### config.mk
export PLATFORM = sky130hd
export DESIGN_NAME = unidade_controle
export DESIGN_NICKNAME = d
export VERILOG_FILES = /design/src/rtl/unidade_controle.sv
export SDC_FILE = /design/constraint.sdc
export NUM_CORES = 1
export LEC_CHECK = 0
export BUFFER_PORTS_ARGS = -buffer_cell sky130_fd_sc_hd__buf_2
export CAP_MARGIN = 25
export CELL_PAD_IN_SITES_DETAIL_PLACEMENT = 1
export CELL_PAD_IN_SITES_GLOBAL_PLACEMENT = 2
export CORE_UTILIZATION = 27
export CTS_CLUSTER_DIAMETER = 80
export DETAILED_ROUTE_END_ITERATION = 10
export HOLD_SLACK_MARGIN = 0.02
export PLACE_DENSITY_LB_ADDON = 0.08
export SLEW_MARGIN = 20
export SYNTH_ARGS = -nofsm -noshare
export SYNTH_HDL_FRONTEND = slang
export SYNTH_SLANG_ARGS = --single-unit
### constraint.sdc
create_clock -name clock -period 1.5 [get_ports clock]
set_input_delay 0.3 -clock clock [delete_from_list [all_inputs] [get_ports clock]]
set_output_delay 0.3 -clock clock [all_outputs]
set_load 0.02 [all_outputs]
### src/rtl/unidade_controle.sv
// unidade_controle: multicycle control FSM of the accumulator CPU.
// Optional single-step mode: define SINGLE_STEP_EN.
//
// Ports:
//   clock       system clock, all state changes on its rising edge
//   reset       synchronous, active-low
//   opcode      instruction opcode, captured at the end of FETCH
//   ac_zero     accumulator == 8'h00
//   dm_ack      data memory write complete
//   step        single-step request (SINGLE_STEP_EN builds only)
//   ld_ac       accumulator load strobe
//   ac_src      accumulator source: 1 = memory data, 0 = ALU
//   pc_src      PC source: 1 = instruction operand, 0 = PC+1
//   pc_ld       PC load strobe (one per retired instruction)
//   dm_we       data memory write enable
//   halted      FSM parked in HALT
//   err         store timed out waiting for dm_ack
//   state       current state code for the LEDs
//   instr_count retired instruction counter, wraps at 8'hFF
module unidade_controle (
  input  logic       clock,
  input  logic       reset,
  input  logic [3:0] opcode,
  input  logic       ac_zero,
  input  logic       dm_ack,
  input  logic       step,
  output logic       ld_ac,
  output logic       ac_src,
  output logic       pc_src,
  output logic       pc_ld,
  output logic       dm_we,
  output logic       halted,
  output logic       err,
  output logic [2:0] state,
  output logic [7:0] instr_count
);

  localparam logic [2:0] FETCH  = 3'd0;
  localparam logic [2:0] DECODE = 3'd1;
  localparam logic [2:0] EXEC   = 3'd2;
  localparam logic [2:0] WAIT   = 3'd3;
  localparam logic [2:0] HALT   = 3'd4;

  localparam logic [3:0] OP_LDA = 4'h1;
  localparam logic [3:0] OP_STA = 4'h2;
  localparam logic [3:0] OP_JMP = 4'h9;
  localparam logic [3:0] OP_JZ  = 4'hA;
  localparam logic [3:0] OP_HLT = 4'hF;

  // Store timeout: WAIT cycles 1..15 map to waitCnt 0..14.
  localparam logic [3:0] WAIT_LAST = 4'd14;

  logic [3:0] opq;
  logic [3:0] waitCnt;
  logic       acZeroQ;
  logic       dmAckQ;
  logic       fetchGo;
  logic       isLda;
  logic       isSta;
  logic       isAlu;
  logic       isJmp;
  logic       isJz;
  logic       isHlt;

`ifdef SINGLE_STEP_EN
  logic stepQ;

  // stepQ resets high so a step held through reset is not a request.
  always_ff @(posedge clock) begin
    if (!reset) stepQ <= 1'b1;
    else        stepQ <= step;
  end

  assign fetchGo = !stepQ && step;
`else
  logic unusedStep;

  assign unusedStep = step;
  assign fetchGo    = 1'b1;
`endif

  assign isLda = opq == OP_LDA;
  assign isSta = opq == OP_STA;
  assign isAlu = (opq >= 4'h3) && (opq <= 4'h7);
  assign isJmp = opq == OP_JMP;
  assign isJz  = opq == OP_JZ;
  assign isHlt = opq == OP_HLT;

  assign halted = state == HALT;

  // Inputs are captured on the edge opening a cycle, so every
  // output is decoded from flops only and stays flat between edges.
  always_comb begin
    ld_ac  = 1'b0;
    ac_src = 1'b0;
    pc_src = 1'b0;
    pc_ld  = 1'b0;
    dm_we  = 1'b0;
    unique case (1'b1)
      state == EXEC: begin
        unique case (1'b1)
          isHlt: ;
          isSta: begin
            dm_we = 1'b1;
            pc_ld = dmAckQ;
          end
          isJmp: begin
            pc_ld  = 1'b1;
            pc_src = 1'b1;
          end
          isJz: begin
            pc_ld  = 1'b1;
            pc_src = acZeroQ;
          end
          default: begin
            pc_ld  = 1'b1;
            ld_ac  = isLda || isAlu;
            ac_src = isLda;
          end
        endcase
      end
      state == WAIT: begin
        dm_we = 1'b1;
        pc_ld = dmAckQ;
      end
      default: ;
    endcase
  end

  always_ff @(posedge clock) begin
    if (!reset) begin
      state       <= FETCH;
      opq         <= '0;
      waitCnt     <= '0;
      instr_count <= '0;
      err         <= 1'b0;
      acZeroQ     <= 1'b0;
      dmAckQ      <= 1'b0;
    end else begin
      acZeroQ <= ac_zero;
      dmAckQ  <= dm_ack;
      if (pc_ld || (state == EXEC && isHlt))
        instr_count <= instr_count + 8'd1;
      unique case (1'b1)
        state == FETCH: begin
          if (fetchGo) begin
            opq   <= opcode;
            state <= DECODE;
          end
        end
        state == DECODE: state <= EXEC;
        state == EXEC: begin
          waitCnt <= '0;
          if (isHlt)                 state <= HALT;
          else if (isSta && !dmAckQ) state <= WAIT;
          else                       state <= FETCH;
        end
        state == WAIT: begin
          if (dmAckQ) begin
            state <= FETCH;
          end else if (waitCnt == WAIT_LAST) begin
            state <= HALT;
            err   <= 1'b1;
          end else begin
            waitCnt <= waitCnt + 4'd1;
          end
        end
        state == HALT: ;
        default: state <= FETCH;
      endcase
    end
  end

endmodule

==> metrics list <==
* Result of the run: complete, but fails checks
- The final reports fail on setup timing.
- Busiest layer in global routing: met2
- Critical setup path kind: reg2out
- Synthesis-to-finish area growth: 55.43%
- Global-route wire length before repair: 5.561 mm
* Die height: 66.01 um
- After routing the design area is 0.001719 mm^2.
- The path class of the tightest hold or removal check is in2reg.
- CTS tree: done
- Data arrival time of the worst path: 1.47 ns
* Power Density: 875.7 mW/mm^2
* Cell Chain, Critical Path: or4b_4 > a21oi_2 > buf_4
- Critical path buffer and inverter count: 1
* Commonest non-fill, non-tap cells in the layout: sky130_fd_sc_hd__buf_4, sky130_fd_sc_hd__buf_2, sky130_fd_sc_hd__dfxtp_1, sky130_fd_sc_hd__a21oi_1, sky130_fd_sc_hd__nor2_1
- CTS built an H-tree with a depth of 1.
- Kind of launch point of the worst setup path: flop
* Maximum clock skew at final layout: 0.002802 ns
- The pre-antenna-repair detailed-routing pass consisted of 2 iterations.
* Fin util: 0.4526
- Synthesis produced 133 cells.
- Vias in the first global route: 1188
* Final WL: 3.376 mm
- For this run, design rule violations remaining after detail routing come to 0.
- Netlist area before placement: 0.001106 mm^2
- Using the TritonRoute via totals, the vias-per-cell ratio works out to 5.026.
* Post-Route Hold Slack: 0.2387 ns
- Post-synthesis cell type count: 36
* Primary FF master, synth: sky130_fd_sc_hd__dfxtp_1
- Sequential share of the synthesized area: 0.3982
- Mean instance size in the synthesized netlist: 8.316 um^2
* Die outline area: 0.004357 mm^2
- The clock drives 22 sinks.
- Met3 Usage GRT: 0.02586
- Worst vdd rail ir drop: 322.2 uV
- For this block, the via count after detailed routing is 1171.
- The repair_antennas step left the layout with diodes totalling 0.
- In this run the worst path has a maximum fanout of 4.
- Placed cell areas: 0.001531 mm^2
* Total routing resource utilization after global routing: 0.1668
- Count of maximum capacitance violations: 0
- For this design the static power due to leakage is 0.7034 nW.
* Ports placed on the boundary: 27
- Routability-driven placement finished with a final weighted congestion of 0.7568.
- Number of synthesized register bits: 22
- Slowest cell on the critical path: sky130_fd_sc_hd__or4b_4
- Tightest slew margin relative to the limit: 0.6853
- Initial antenna violation count: 0
- Floorplan core area: 0.003799 mm^2
* Number of buffers created by CTS: 3
- Fraction of registers with async set or reset after synthesis: 0
- Req. time, crit path: 1.20 ns
- For met2 alone, demand over resource in global routing was 0.3061.
* Final critical path time including I/O delays and setup: 1.768 ns
* M1 GR Usage: 0.2006
- Worst-margin pin slew: 0.4716 ns
- Total overflow reported by the global router: 0
- When the netlist entered floorplanning its net count stood at 145.
* Final setup vio count: 12
* Dominant delay contributor by cell family on the critical path: simple AND/OR/NAND/NOR gates
- In this run the remaining antenna-violating nets after routing total 0.
- Wirelength per Cell: 14.49 um
- Final Total Pwr: 1.505 mW
* Fraction of final layout cells with drive strength greater than 1: 0.4649
- STA classifies the critical path endpoint as an output port.
- Placement row count: 22
* Horizontal extent of the die: 66.01 um
* Hpwl dp: 2.506 mm
- Largest net degree at the start of global routing: 16
- Final layout net count: 198
* Maximum buffer depth of the clock tree: 2
- Once routing completed, OpenROAD measured the worst setup slack at -0.2680 ns.
* RSZ-0062 raised after global routing: yes
* Final Hold Fails: 0
* Reg clk slew, reported paths: 0.09 ns
- The initial utilization of the core area, before any placement, comes to 0.2912.
* Post-CTS Hold Fix Bufs: 0
* First-iteration detailed-routing DRC count: 30
- In this design, the stage delay of the slowest critical-path cell is 0.55 ns.
* Number of warnings reported in the yosys synthesis log: 0
- In the finished design, the share of the clock period the worst path needs comes to 1.179.
- Derived from the worst setup path, the maximum achievable clock frequency is 565.6 MHz.
- Count of buffers inserted at the top-level ports: 25
- Clock latency on the worst-skew pair, taken at its later pin, is 0.27 ns.
- Counting flops with a built-in enable in the synthesized netlist gives 0.
- The library cell used most frequently in the layout, excluding fill and tap cells, is sky130_fd_sc_hd__buf_4.
- Library cell used as clock root buffer: sky130_fd_sc_hd__clkbuf_8
- Max-slew violation count: 0
-- power breakdown --
group          internal, mW  leakage (nW)  switching, mW
clock                 0.357        0.0357          0.208
combinational         0.145         0.485          0.166
sequential            0.608         0.183         0.0209
-- per-layer routing --
metal | vias up | wire length, um
met5 | - | 0
met4 | 0 | 23
met2 | 13 | 1722
li1 | 588 | -
met3 | 2 | 76
met1 | 568 | 1553
-- flip-flops by register name, summed over array words and instances (netlist names) --
name and flops:
opq 4, acZeroQ 1, state 3, waitCnt 4
dmAckQ 1, instr_count 8, err 1
-- cells by family (layout without fill, tap and decap cells) --
group / Yosys count / count (layout) / share of synthesized area
compound gates: 34 / 34 / 0.1900
xor+xnor: 1 / 1 / 0.007920
fa+ha+maj: 3 / 3 / 0.03394
buf+inv: 11 / 63 / 0.04524
flops: 22 / 22 / 0.3982
mux: 4 / 4 / 0.03620
simple gates: 58 / 58 / 0.2885
-- worst reg2reg max path: cells and delay by family, from the launching register on --
family,cells,cell delay [ns]
and+or+nand+nor,2,0.60
muxes,1,0.18
buffers and inverters,2,0.33
DFF,1,0.34
AOI/OAI and AO/OA,1,0.18
-- metrics by stage --
stage | std cells | TNS (ns) | setup WS, ns
after floorplan | 133 | -0.3177 | -0.1033
after global placement | 226 | -0.4251 | -0.1026
after detailed placement | 226 | -0.5696 | -0.1071
after CTS | 233 | -2.363 | -0.2694
after global routing | 233 | -3.052 | -0.3125
final | 233 | -2.293 | -0.2680
-- final timing paths --
check,from,to,slack (ns),cells after the start
setup / recovery,opq[0],dm_we,-0.27,3
setup reg to reg,opq[0],instr_count[1],-0.25,6
hold reg to reg,err,err,0.48,2
hold / removal,dm_ack,dmAckQ,0.24,2
-- synthesized netlist by cell type (2+ instances only) --
| cell | instances | share of area |
|---|---|---|
| sky130_fd_sc_hd__dfxtp_1 | 22 | 0.40 |
| sky130_fd_sc_hd__a21oi_1 | 15 | 0.068 |
| sky130_fd_sc_hd__nor2_1 | 12 | 0.041 |
| sky130_fd_sc_hd__nand2_1 | 10 | 0.034 |
| sky130_fd_sc_hd__nand3_1 | 7 | 0.032 |
| sky130_fd_sc_hd__inv_1 | 6 | 0.020 |
| sky130_fd_sc_hd__or4_1 | 6 | 0.041 |
| sky130_fd_sc_hd__nand2b_1 | 5 | 0.028 |
| sky130_fd_sc_hd__o21ai_0 | 5 | 0.023 |
| sky130_fd_sc_hd__mux2i_1 | 4 | 0.036 |
| sky130_fd_sc_hd__o31ai_1 | 4 | 0.027 |
| sky130_fd_sc_hd__ha_1 | 3 | 0.034 |
| sky130_fd_sc_hd__nor3_1 | 3 | 0.014 |
| sky130_fd_sc_hd__or3_1 | 3 | 0.017 |
| sky130_fd_sc_hd__a31oi_1 | 2 | 0.011 |
| sky130_fd_sc_hd__and2_1 | 2 | 0.011 |
| sky130_fd_sc_hd__clkbuf_1 | 2 | 0.0068 |
| sky130_fd_sc_hd__nand4_1 | 2 | 0.011 |
| sky130_fd_sc_hd__nor4_1 | 2 | 0.011 |
| sky130_fd_sc_hd__o21a_1 | 2 | 0.014 |
-- repair_timing --
item	in CTS	in global routing
gates resized for setup	20	9
pin swaps	5	1
endpoints found under the setup margin	14	15
setup buffers	4	0
cloned	0	0
-- cell type report --
| cell class | count | area, um^2 |
|---|---|---|
| clock buffers | 3 | 41.29 |
| clock inverters | 1 | 30.03 |
| fillers | 451 | 2079 |
| inverters | 6 | 25.02 |
| multi-input cells | 100 | 725.7 |
| flip-flops and latches | 22 | 452.9 |
| well taps | 48 | 60.06 |
| repair buffers | 53 | 384.1 |
No activity file was read; power rests on OpenSTA's default activity.
